[src/rtl/hdlc_tx_arbiter.sv]
// rtl/hdlc_tx_arbiter.sv - round-robin arbiter sharing the HDLC Tx buffer/controller among N_REQ byte streams
// Optional WAIT_TX watchdog: define HDLC_TXARB_WDOG_EN.
module hdlc_tx_arbiter #(
  parameter int N_REQ       = 4,
  parameter int MAX_BYTES   = 126,
  parameter int WDOG_CYCLES = 4096
) (
  input  logic                 Clk,
  input  logic                 Rst,
  input  logic [N_REQ-1:0]     Req_Valid,
  input  logic [8*N_REQ-1:0]   Req_Data,
  input  logic [N_REQ-1:0]     Req_Last,
  input  logic [N_REQ-1:0]     Req_Abort,
  output logic [N_REQ-1:0]     Req_Ready,
  output logic [N_REQ-1:0]     Grant,
  output logic [N_REQ-1:0]     Done,
  output logic [N_REQ-1:0]     Aborted,
  input  logic                 Tx_Done,
  input  logic                 Tx_Full,
  input  logic                 Tx_ValidFrame,
  output logic                 Tx_WrBuff,
  output logic [7:0]           Tx_DataIn,
  output logic                 Tx_Enable,
  output logic                 Tx_AbortFrame,
  output logic                 Wdog_Err
);

  localparam int IW = $clog2(N_REQ);
  localparam int CW = $clog2(MAX_BYTES + 1);

  typedef enum logic [2:0] {IDLE, LOAD, START, WAIT_TX, ABORT} stateT;

  stateT            state, stateNext;
  logic [IW-1:0]    ptr, ptrNext;
  logic [CW-1:0]    cnt, cntNext;
  logic             startWait, startWaitNext;
  logic             sawValid, sawValidNext;
  logic             wrBuff, wrBuffNext;
  logic [7:0]       dataIn, dataInNext;
  logic             txEnable, txEnableNext;
  logic             txAbort, txAbortNext;
  logic [N_REQ-1:0] doneQ, doneNext;
  logic [N_REQ-1:0] abortedQ, abortedNext;
  logic [N_REQ-1:0] grantVec, readyVec;
  logic [IW-1:0]    pickIdx, candIdx;
  logic             pickFound;
  logic             loadReady, hs, reqAbort;

`ifdef HDLC_TXARB_WDOG_EN
  localparam int WW = $clog2(WDOG_CYCLES + 1);
  logic [WW-1:0] wdogCnt, wdogCntNext;
  logic          wdogHit, wdogHitNext;
  logic          wdogErrQ, wdogErrNext;
  logic          wdogExpired;
  assign wdogExpired = (wdogCnt == WW'(WDOG_CYCLES - 1));
  assign Wdog_Err    = wdogErrQ;
`else
  logic unusedWdogCfg;
  assign unusedWdogCfg = (WDOG_CYCLES > 0);
  assign Wdog_Err      = 1'b0;
`endif

  // ptr holds the granted index while busy, and the last winner while idle
  assign loadReady = (state == LOAD) && !Tx_Full && (cnt < CW'(MAX_BYTES));
  assign hs        = Req_Valid[ptr] && loadReady;
  assign reqAbort  = Req_Abort[ptr];

  // One-hot grant and ready vectors derived from the granted index
  always_comb begin
    grantVec = '0;
    readyVec = '0;
    if (state != IDLE) grantVec[ptr] = 1'b1;
    readyVec[ptr] = loadReady;
  end

  // Round-robin search: first valid requester strictly after the pointer
  always_comb begin
    pickFound = 1'b0;
    pickIdx   = '0;
    candIdx   = '0;
    for (int k = 1; k <= N_REQ; k++) begin
      candIdx = IW'((int'(ptr) + k) % N_REQ);
      if (!pickFound && Req_Valid[candIdx]) begin
        pickFound = 1'b1;
        pickIdx   = candIdx;
      end
    end
  end

  // Next-state and registered-output logic
  always_comb begin
    stateNext     = state;
    ptrNext       = ptr;
    cntNext       = cnt;
    startWaitNext = 1'b0;
    sawValidNext  = sawValid;
    wrBuffNext    = 1'b0;
    dataInNext    = dataIn;
    txEnableNext  = 1'b0;
    txAbortNext   = 1'b0;
    doneNext      = '0;
    abortedNext   = '0;
`ifdef HDLC_TXARB_WDOG_EN
    wdogCntNext   = wdogCnt;
    wdogHitNext   = wdogHit;
    wdogErrNext   = 1'b0;
`endif
    case (state)
      IDLE: begin
        cntNext = '0;
        if (Tx_Done && pickFound) begin
          stateNext = LOAD;
          ptrNext   = pickIdx;
        end
      end
      LOAD: begin
        // abort wins over a same-cycle handshake, so that byte is dropped
        if (reqAbort) begin
          stateNext   = ABORT;
          txAbortNext = 1'b1;
        end else if (hs) begin
          wrBuffNext = 1'b1;
          dataInNext = Req_Data[{ptr, 3'b000} +: 8];
          cntNext    = cnt + CW'(1);
          if (Req_Last[ptr]) stateNext = START;
        end else if (cnt == CW'(MAX_BYTES)) begin
          stateNext   = ABORT;
          txAbortNext = 1'b1;
        end
      end
      START: begin
        // first cycle lets the final buffer write land before enabling Tx
        if (!startWait) begin
          startWaitNext = 1'b1;
        end else begin
          txEnableNext = 1'b1;
          sawValidNext = 1'b0;
          stateNext    = WAIT_TX;
`ifdef HDLC_TXARB_WDOG_EN
          wdogCntNext  = '0;
`endif
        end
      end
      WAIT_TX: begin
        if (reqAbort) begin
          stateNext   = ABORT;
          txAbortNext = 1'b1;
        end
`ifdef HDLC_TXARB_WDOG_EN
        else if (wdogExpired) begin
          stateNext   = ABORT;
          txAbortNext = 1'b1;
          wdogHitNext = 1'b1;
        end
`endif
        else if (sawValid && !Tx_ValidFrame) begin
          doneNext  = grantVec;
          stateNext = IDLE;
        end else begin
          if (Tx_ValidFrame) sawValidNext = 1'b1;
`ifdef HDLC_TXARB_WDOG_EN
          wdogCntNext = wdogCnt + WW'(1);
`endif
        end
      end
      ABORT: begin
        // txAbort high marks the pulse cycle; settle check starts after it
        if (!txAbort && !Tx_ValidFrame && Tx_Done) begin
          abortedNext = grantVec;
          stateNext   = IDLE;
`ifdef HDLC_TXARB_WDOG_EN
          wdogErrNext = wdogHit;
          wdogHitNext = 1'b0;
`endif
        end
      end
      default: stateNext = IDLE;
    endcase
  end

  // State and output registers
  always_ff @(posedge Clk) begin
    if (Rst) begin
      state     <= IDLE;
      ptr       <= IW'(N_REQ - 1);
      cnt       <= '0;
      startWait <= 1'b0;
      sawValid  <= 1'b0;
      wrBuff    <= 1'b0;
      dataIn    <= '0;
      txEnable  <= 1'b0;
      txAbort   <= 1'b0;
      doneQ     <= '0;
      abortedQ  <= '0;
    end else begin
      state     <= stateNext;
      ptr       <= ptrNext;
      cnt       <= cntNext;
      startWait <= startWaitNext;
      sawValid  <= sawValidNext;
      wrBuff    <= wrBuffNext;
      dataIn    <= dataInNext;
      txEnable  <= txEnableNext;
      txAbort   <= txAbortNext;
      doneQ     <= doneNext;
      abortedQ  <= abortedNext;
    end
  end

`ifdef HDLC_TXARB_WDOG_EN
  // Watchdog counter and cause flag
  always_ff @(posedge Clk) begin
    if (Rst) begin
      wdogCnt  <= '0;
      wdogHit  <= 1'b0;
      wdogErrQ <= 1'b0;
    end else begin
      wdogCnt  <= wdogCntNext;
      wdogHit  <= wdogHitNext;
      wdogErrQ <= wdogErrNext;
    end
  end
`endif

  assign Req_Ready     = readyVec;
  assign Grant         = grantVec;
  assign Done          = doneQ;
  assign Aborted       = abortedQ;
  assign Tx_WrBuff     = wrBuff;
  assign Tx_DataIn     = dataIn;
  assign Tx_Enable     = txEnable;
  assign Tx_AbortFrame = txAbort;

endmodule

[config.mk]
export PLATFORM = sky130hd
export DESIGN_NAME = hdlc_tx_arbiter
export DESIGN_NICKNAME = d
export VERILOG_FILES = /design/src/rtl/hdlc_tx_arbiter.sv
export SDC_FILE = /design/constraint.sdc
export NUM_CORES = 1
export LEC_CHECK = 0
export ABC_AREA = 0
export CAP_MARGIN = 10
export CORE_UTILIZATION = 43
export CTS_CLUSTER_SIZE = 8
export DETAILED_ROUTE_END_ITERATION = 12
export PLACE_DENSITY_LB_ADDON = 0.2
export SLEW_MARGIN = 20
export SYNTH_ARGS = -nofsm -noshare
export SYNTH_HDL_FRONTEND = slang
export SYNTH_SLANG_ARGS = --single-unit
[constraint.sdc]
create_clock -name Clk -period 3.15 [get_ports Clk]
set_clock_uncertainty 0.2 [all_clocks]
set_input_delay 0.7875 -clock Clk [delete_from_list [all_inputs] [get_ports Clk]]
set_output_delay 0.7875 -clock Clk [all_outputs]
set_load 0.01 [all_outputs]
==> results of run 1 <==
==> power by group <==
group	switching (uW)	internal (uW)
logic	473	500
clock network	156	314
registers	45.8	458
total	675	1270
==> registers in the layout, indices dropped and copies added, names as in the netlist <==
| signal | flops |
|---|---|
| Tx_Enable | 1 |
| Tx_DataIn | 8 |
| Aborted | 4 |
| cnt | 7 |
| ptr | 2 |
| Tx_WrBuff | 1 |
| state | 3 |
| Done | 4 |
| startWait | 1 |
| sawValid | 1 |
| Tx_AbortFrame | 1 |
==> cell families (layout without fill, tap and decap cells) <==
family / after synthesis / after routing / share of synthesized area, %
and+or+nand+nor: 90 / 90 / 24.16
AOI/OAI and AO/OA: 36 / 36 / 13.56
DFF: 33 / 33 / 34.76
buffers and inverters: 19 / 117 / 4.411
muxes: 15 / 15 / 17.12
adders and majority gates: 6 / 6 / 3.950
xor gates and xnor gates: 4 / 4 / 1.844
other: 1 / 1 / 0.1973
==> critical path, stage by stage <==
cell and delay, ns:
clkbuf_2 0.11, nor4b_4 0.25, buf_4 0.16, buf_4 0.09, buf_4 0.10, buf_4 0.09, buf_4 0.09, buf_4 0.09
buf_4 0.11, buf_4 0.09, buf_4 0.10, o211ai_1 0.11, or3_4 0.40, and3_4 0.19, a311oi_2 0.23
==> layer usage <==
metal	track usage (%)	vias to the layer above	share of wire (%)
li1	-	932	-
met4	11.72	0	2.2
met1	29.16	870	41
met2	39.09	64	52
met3	4.167	12	4.4
met5	0	-	0
==> area by class of cell <==
type	count	area, um^2	area share [%]
Multi-Input combinational cell	152	1186	39.57
Timing Repair Buffer	98	913.4	30.47
Sequential cell	33	660.6	22.04
Clock buffer	5	68.82	2.295
Clock inverter	3	65.06	2.170
Tap cell	50	62.56	2.087
Inverter	11	41.29	1.377
==> path summary, 6_finish.rpt <==
kind                  endpoint    startpoint  slack (ns)  cells after the start
hold reg to reg   Tx_DataIn[5]  Tx_DataIn[5]        0.26                      2
setup reg to reg      state[1]      state[2]        0.27                     14
setup / recovery      state[1]       Tx_Full        0.16                     15
hold / removal    Tx_DataIn[5]  Tx_DataIn[5]        0.26                      2
==> stage by stage <==
| stage | worst slack (ns) | TNS [ns] | hold WS, ns |
|---|---|---|---|
| floorplan | 0.3504 | 0 | 0.2384 |
| finish | 0.1582 | 0 | 0.2566 |
| global placement | -0.2312 | -0.9186 | 0.2411 |
| global route | 0.05657 | 0 | 0.2709 |
| detailed placement | -0.2735 | -1.084 | 0.2457 |
| CTS | 0.04537 | 0 | 0.2553 |
==> placed cells by master, fill, tap and decap left out, drive strengths merged, types with 2 or more instances in the layout <==
cell type	n
clkdlybuf4s50	70
dfxtp	33
nand2	26
nor2	23
buf	23
mux4	14
a21oi	13
inv	11
nand3	7
nor3	7
ha	6
clkbuf	6
nand2b	5
or3	5
and2	4
dlygate4sd2	4
o21a	3
xnor2	3
nor4b	3
o211a	3
nor3b	2
a211oi	2
a31oi	2
o21ai	2
o21bai	2
a221oi	2
bufinv	2
or4	2
o32ai	2
nor4	2
==> cells in the mapped netlist, types with 2 or more instances <==
cell type  instances  share of area [%]
dfxtp_1           33                 35
nand2_1           26                5.1
nor2_1            23                4.5
mux4_2            14                 17
a21oi_1           13                3.4
inv_1             10                2.0
nand3_1            7                1.8
nor3_1             7                1.8
ha_1               6                3.9
clkbuf_1           5               0.99
nand2b_1           5                1.6
or3_1              5                1.6
and2_1             4                1.3
o21a_1             3                1.2
xnor2_1            3                1.4
a211oi_1           2               0.79
a221oi_1           2               0.92
a31oi_1            2               0.66
nor3b_1            2               0.79
nor4_1             2               0.66
nor4b_2            2                1.6
o211a_1            2                1.1
o21ai_0            2               0.53
o21bai_1           2               0.79
==> what timing repair did <==
action / in CTS / in global routing
resized for setup: 7 / 5
pin swaps: 2 / 5
endpoints found under the hold margin: 0 / 0
hold buffers: 0 / 0
setup buffers: 9 / 1
setup endpoints to repair: 4 / 21
==> results.py, run 1 <==
metrics = {
    "run_status": {
        "outcome": "finished, final reports clean",
    },
    "die": {
        "initial_utilization_pct": 46.18,
        "num_rows": 23,
        "die_w_um": 68.48,
        "core_um2": 4115,
        "io_pins": 77,
        "die_h_um": 68.48,
        "die_area_um2": 4690,
    },
    "drt": {
        "drc": 0,
        "wl_per_cell_um": 14.53,
        "drt_iter0_markers": 102,
        "wirelength_um": 5114,
        "num_vias": 1878,
        "via_per_inst": 5.335,
        "drt_first_pass_iters": 4,
        "final_antenna_net_count": 0,
    },
    "finish": {
        "syn2layout_area_growth_pct": 57.74,
        "nFillCells": 307,
        "nNetsFinal": 356,
        "post-route-util_pct": 72.85,
        "num_antenna_cells": 0,
        "layout-drive-gt1-share_pct": 19.54,
        "final_cells": 352,
        "fin_area_um2": 2998,
    },
    "placement": {
        "dpl_cell_area_um2": 2769,
        "gp_congestion": 0.8803,
        "dp.cells": 334,
        "dp_hpwl_um": 3954,
        "numPortBuffers": 75,
    },
    "setup_path": {
        "crit_path_end_kind": "flop",
        "crit_arrival_ns": 2.98,
        "cp.required_ns": 3.14,
        "crit_type": "primary input to flop",
        "crit_fanout": 3,
        "worstSetupStartpointType": "primary input",
    },
    "clocking": {
        "clk_path_buf_depth": 2,
        "clock-sinks": 33,
        "cts_made_buffers": 5,
        "cts_tree": "done",
        "clockRootBuffer": "clkbuf_8",
        "path_clk_slew_ns": 0.07,
        "clkLatencyLatePin_ns": 0.28,
        "htree_levels": 2,
    },
    "global_routing": {
        "antenna_found_initial": 0,
        "grt_pass1_vias": 1719,
        "overflow": 0,
        "grt_pass1_wl_um": 7955,
        "grt_max_degree": 19,
        "track_usage_pct": 23.58,
    },
    "synth": {
        "ys_seq_elements": 33,
        "synthArstFlopShare_pct": 0,
        "ys_seq_area_share_pct": 34.76,
        "synth_area_um2": 1901,
        "synth_cell_type_count": 46,
        "synth_edf_count": 0,
        "avgSynthCellArea_um2": 9.317,
        "yosysWarnings": 0,
        "netlist_instances": 204,
        "ys.flop_type": "dfxtp_1",
        "syn_nets": 259,
    },
    "power_and_ir_drop": {
        "leakage_uw": 0.001177,
        "powerDensity_nw_per_um2": 649.6,
        "ir_drop_uv": 363.3,
        "p_total_uw": 1948,
    },
    "timing": {
        "setup_violations": 0,
        "rsz0062_at_grt": "no",
        "period_minus_slack_ns": 2.992,
        "fin_crit_sh_pct": 94.98,
        "finalHoldViolCount": 0,
        "maxSlewViolCount": 0,
        "max_freq_mhz": 334.2,
        "tightest_slew_ns": 0.4960,
        "timing.slew.headroom_pct": 66.68,
    },
    "job": {
        "maxCapViolCount": 0,
    },
    "hold_path": {
        "hold_class": "flop to flop",
    },
}
Note: power is estimated with default switching activity, not from simulation.
==> run 2: changes to the inputs <==
- CORE_UTILIZATION: 43 -> 46
- clock period: 3.15 -> 3.5 ns (I/O delays scaled with it)
==> run 2 against run 1 <==
Largest cell class unchanged. The flow now finishes with violations (DRC). Critical path type unchanged. First-iteration DRC count up 22%. Via count up 0.11%. Register-to-register slack better by 0.16 ns.
==> results.py, run 2 (synthesis results as in run 1) <==
metrics = {
    "run_status": {
        "outcome": "finished with violations",
        "violations": "DRC",
    },
    "timing": {
        "fin_crit_sh_pct": 98.41,
        "fin_setup_tns_ns": 0,
        "max_freq_mhz": 290.3,
        "holdWs_ns": 0.2542,
        "maxSlewViolCount": 0,
        "layout_setup_ws_ns": 0.05558,
        "tightest_slew_ns": 0.6437,
        "rsz0062_at_grt": "no",
        "timing.slew.headroom_pct": 56.95,
        "setup_violations": 0,
        "period_minus_slack_ns": 3.444,
        "finalHoldViolCount": 0,
    },
    "die": {
        "num_rows": 23,
        "die_area_um2": 4393,
        "initial_utilization_pct": 47.86,
        "die_h_um": 66.28,
        "core_um2": 3971,
        "io_pins": 77,
        "die_w_um": 66.28,
    },
    "drt": {
        "wirelength_um": 4906,
        "drt_iter0_markers": 124,
        "final_antenna_net_count": 0,
        "num_vias": 1880,
        "drt_first_pass_iters": 8,
        "via_per_inst": 5.434,
        "wl_per_cell_um": 14.18,
        "drc": 2,
    },
    "clocking": {
        "clockRootBuffer": "clkbuf_8",
        "htree_levels": 2,
        "clock-sinks": 33,
        "path_clk_slew_ns": 0.07,
        "clkLatencyLatePin_ns": 0.29,
        "cts_tree": "done",
        "clk_path_buf_depth": 2,
        "cts_made_buffers": 5,
        "ctsHoldBuffers": 0,
    },
    "power_and_ir_drop": {
        "powerDensity_nw_per_um2": 575.1,
        "p_sw_share_pct": 36.08,
        "p_seq_share_pct": 27.0,
        "p_int_uw": 1075,
        "leakage_uw": 0.001138,
        "ir_drop_uv": 263.5,
        "p_total_uw": 1682,
        "p_clk_share_pct": 22.2,
        "combPwrFrac_pct": 50.8,
        "p_sw_uw": 607.0,
    },
    "setup_path": {
        "cpMostUsedCell": "buf_4",
        "cp.required_ns": 3.50,
        "crit_arrival_ns": 3.45,
        "crit_slowest_cell": "or3_4",
        "crit_path_end_kind": "flop",
        "crit_type": "primary input to flop",
        "worstSetupStartpointType": "primary input",
        "critPathMaxStageDelay_ns": 0.40,
        "worstPathCellList": "dlygate4sd2_1 -> nor4b_4 -> buf_4 -> buf_4 -> buf_4 -> buf_4 -> buf_4 -> buf_4 -> buf_4 -> buf_4 -> buf_4 -> buf_4 -> buf_4 -> o211ai_1 -> or3_4 -> and3_4 -> a311oi_2",
        "crit_fanout": 3,
    },
    "finish": {
        "num_antenna_cells": 0,
        "layout-drive-gt1-share_pct": 16.55,
        "largest_reg_flops": 8,
        "syn2layout_area_growth_pct": 53.92,
        "layout_common_cells": "clkdlybuf4s50_1, dfxtp_1, nand2_1, nor2_1, buf_4",
        "final_common_cell": "clkdlybuf4s50_1",
        "fin_area_um2": 2925,
        "nNetsFinal": 350,
    },
    "global_routing": {
        "overflow": 0,
        "antenna_found_initial": 0,
        "grt_pass1_vias": 1758,
        "track_usage_pct": 24.21,
        "grt_pass1_wl_um": 7852,
        "grt_max_degree": 19,
    },
    "placement": {
        "numPortBuffers": 75,
        "dpl_cell_area_um2": 2724,
        "place_ws_ns": -0.09207,
        "gp_congestion": 0.8312,
        "dp_hpwl_um": 3606,
    },
    "job": {
        "maxCapViolCount": 0,
    },
    "hold_path": {
        "hold_class": "flop to flop",
    },
}
==> run 2: changes by cell type in the layout (fill, tap and decap cells not counted), sizes merged <==
| cell | before | now |
|---|---|---|
| clkinv | 1 | 0 |
| clkbuf | 6 | 7 |
| buf | 23 | 17 |
| bufinv | 2 | 1 |
| dlygate4sd2 | 4 | 5 |
==> run 2: timing repair <==
action                                 CTS  global route
resized for setup                        6             2
endpoints found under the hold margin    0             0
setup buffers                           10             0
setup endpoints to repair                4             8
pin swaps                                0             0
==> run 2: power by group through the flow <==
stage	sequential, uW	combinational, uW	clock, uW
2_1_floorplan	463	558	0
6_report	455	854	373
3_5_place_dp	457	796	0
5_1_grt	461	919	393
3_3_place_gp	456	789	0
4_1_cts	449	832	379
==> run 2: per-stage QoR <==
step           util, %  std cells
6_report         73.66        346
5_1_grt          73.66        346
4_1_cts          73.38        346
3_5_place_dp     68.59        328
3_3_place_gp     68.59        328
2_1_floorplan        -        204
==> run 2: metal layers <==
metal | track usage [%] | part of all wire, %
met5 | 0 | 0
met3 | 6.552 | 6.2
met2 | 39.80 | 49
met4 | 12.77 | 2.7
met1 | 28.56 | 42
==> run 2: area by class of cell <==
class                      instances  area, um^2
sequential                        33       660.6
multi-input combinational        152        1172
timing repair buffer              92       872.1
clock buffer                       7       86.33
tap                               50       62.56
clock inverter                     1       30.03
inverter                          11       41.29
fill                             282        1046
==> run 2: worst paths after layout <==
| path | slack (ns) | cells after the start | start | end |
|---|---|---|---|---|
| setup / recovery | 0.06 | 17 | Tx_Full | state[1] |
| hold / removal | 0.25 | 2 | Tx_DataIn[0] | Tx_DataIn[0] |
| setup reg to reg | 0.43 | 16 | state[2] | state[1] |
| hold reg to reg | 0.25 | 2 | Tx_DataIn[0] | Tx_DataIn[0] |
==> run 2: worst max-delay path: cells and delay by family <==
kind,cells,cell delay (ns)
AO/OA/AOI/OAI,2,0.35
buffers and inverters,12,1.36
AND/OR/NAND/NOR,3,0.85
==> run 3: changes to the inputs <==
- MAX_ROUTING_LAYER: default -> met4
==> run 3 against run 2 <==
The run still ends with DRC left. Largest cell class unchanged. Setup slack got worse by 0.0096 ns. Routed wire length rose by 0.43%. Critical path type unchanged. Flip-flop and latch count did not move. Critical path depth did not move. Design area did not move. Count of clock-buffer cells in the layout did not move. Sequential power barely moved.
==> results.py, run 3 (synthesis results as in run 1) <==
metrics = {
    "timing": {
        "tightest_slew_ns": 0.6480,
        "fin_crit_sh_pct": 98.69,
        "timing.slew.headroom_pct": 56.66,
        "finalHoldViolCount": 0,
        "setup_violations": 0,
        "period_minus_slack_ns": 3.454,
        "layout_setup_ws_ns": 0.04599,
        "maxSlewViolCount": 0,
        "rsz0062_at_grt": "no",
        "max_freq_mhz": 289.5,
    },
    "setup_path": {
        "worstRegToRegCells": 16,
        "crit_type": "primary input to flop",
        "timing.rr.end": "state[1]",
        "r2r_start": "state[2]",
        "ff2ff_setup_slack_ns": 0.42,
        "crit_arrival_ns": 3.45,
        "worstSetupStartpointType": "primary input",
        "crit_fanout": 3,
        "crit_path_end_kind": "flop",
        "cp.required_ns": 3.50,
        "critical_path.startpoint": "Tx_Full",
    },
    "power_and_ir_drop": {
        "p_total_uw": 1683,
        "p_sw_uw": 607.2,
        "powerDensity_nw_per_um2": 575.2,
        "p_int_uw": 1075,
        "ir_drop_uv": 264.2,
        "p_seq_share_pct": 27.0,
        "p_clk_share_pct": 22.0,
        "p_sw_share_pct": 36.09,
        "leakage_uw": 0.001138,
        "combPwrFrac_pct": 51.0,
    },
    "finish": {
        "nNetsFinal": 350,
        "nFillCells": 282,
        "largest_reg_flops": 8,
        "fin_area_um2": 2925,
        "layout_common_cells": "clkdlybuf4s50_1, dfxtp_1, nand2_1, nor2_1, buf_4",
        "num_antenna_cells": 0,
        "final_common_cell": "clkdlybuf4s50_1",
        "final_cells": 346,
        "syn2layout_area_growth_pct": 53.92,
        "layout-drive-gt1-share_pct": 16.55,
    },
    "die": {
        "die_w_um": 66.28,
        "io_pins": 77,
        "die_area_um2": 4393,
        "initial_utilization_pct": 47.86,
        "die_h_um": 66.28,
        "num_rows": 23,
        "core_um2": 3971,
    },
    "placement": {
        "dpl_cell_area_um2": 2724,
        "dp.cells": 328,
        "place_ws_ns": -0.09207,
        "gp_congestion": 0.8439,
        "dp_hpwl_um": 3606,
        "numPortBuffers": 75,
    },
    "clocking": {
        "clkLatencyLatePin_ns": 0.28,
        "path_clk_slew_ns": 0.07,
        "cts_tree": "done",
        "htree_levels": 2,
        "clk_path_buf_depth": 2,
        "cts_made_buffers": 5,
        "clockRootBuffer": "clkbuf_8",
        "clock-sinks": 33,
    },
    "global_routing": {
        "grt_max_degree": 19,
        "grt_pass1_vias": 1755,
        "track_usage_pct": 24.97,
        "antenna_found_initial": 0,
        "overflow": 0,
        "grt_pass1_wl_um": 7866,
    },
    "hold_path": {
        "worstHoldEndpoint": "Tx_DataIn[0]",
        "hp-start": "Tx_DataIn[0]",
        "worstHoldPathCells": 2,
        "hold_class": "flop to flop",
    },
    "drt": {
        "drt_iter0_markers": 109,
        "wl_per_cell_um": 14.24,
        "drt_first_pass_iters": 8,
        "final_antenna_net_count": 0,
        "num_vias": 1864,
        "wirelength_um": 4927,
        "via_per_inst": 5.387,
        "drc": 2,
    },
    "job": {
        "maxCapViolCount": 0,
    },
    "run_status": {
        "outcome": "finished with violations",
        "violations": "DRC",
    },
}
==> run 3: cell counts in the layout (fill, tap and decap cells not counted) <==
No cell type changed its count.
==> run 3: worst max-delay path, stage by stage <==
cell and delay, ns:
dlygate4sd2_1 0.27, nor4b_4 0.26, buf_4 0.16, buf_4 0.10, buf_4 0.09, buf_4 0.10, buf_4 0.10, buf_4 0.09
buf_4 0.09, buf_4 0.09, buf_4 0.09, buf_4 0.09, buf_4 0.10, o211ai_1 0.12, or3_4 0.40, and3_4 0.18
a311oi_2 0.23
==> run 3: per-stage QoR <==
step	TNS, ns	utilization [%]	hold slack (ns)
after detailed placement	-0.3534	68.59	0.2460
after floorplan	0	-	0.2384
after global routing	0	73.66	0.2759
final	0	73.66	0.2542
after CTS	0	73.38	0.2556
after global placement	-0.3216	68.59	0.2419
==> run 3: timing repair <==
item | CTS | global route
buffers inserted | 10 | 0
endpoints found under the setup margin | 4 | 8
resized for setup | 6 | 2
cloned | 0 | 0
hold buffers | 0 | 0
==> run 3: cell type report <==
class	count	area (um^2)	share of cell area, %
Inverter	11	41.29	1.411
Sequential cell	33	660.6	22.58
Clock buffer	7	86.33	2.951
Clock inverter	1	30.03	1.027
Tap cell	50	62.56	2.139
Timing Repair Buffer	92	872.1	29.81
Multi-Input combinational cell	152	1172	40.08
==> run 3: worst max-delay path by stage <==
stage | to | slack, ns | cells past startpoint
floorplan | state[0] | 0.70 | 8
global placement | Req_Ready[0] | -0.08 | 5
detailed placement | Req_Ready[2] | -0.09 | 5
CTS | Tx_DataIn[3] | 0.16 | 18
global route | state[1] | 0.006 | 17
finish | state[1] | 0.05 | 17
==> run 3: layer usage <==
layer | track usage, % | wire length, um | up-vias
li1 | - | - | 918
met1 | 29.09 | 2125 | 864
met2 | 39.67 | 2400 | 68
met3 | 6.379 | 281 | 14
met4 | 12.77 | 121 | 0
met5 | - | 0 | -
==> run 3: power by group through the flow <==
stage	Clock, uW	Combinational [uW]	Sequential (uW)
2_1_floorplan	0	558	463
3_3_place_gp	0	789	456
3_5_place_dp	0	796	457
4_1_cts	379	832	449
5_1_grt	393	920	461
6_report	370	857	455
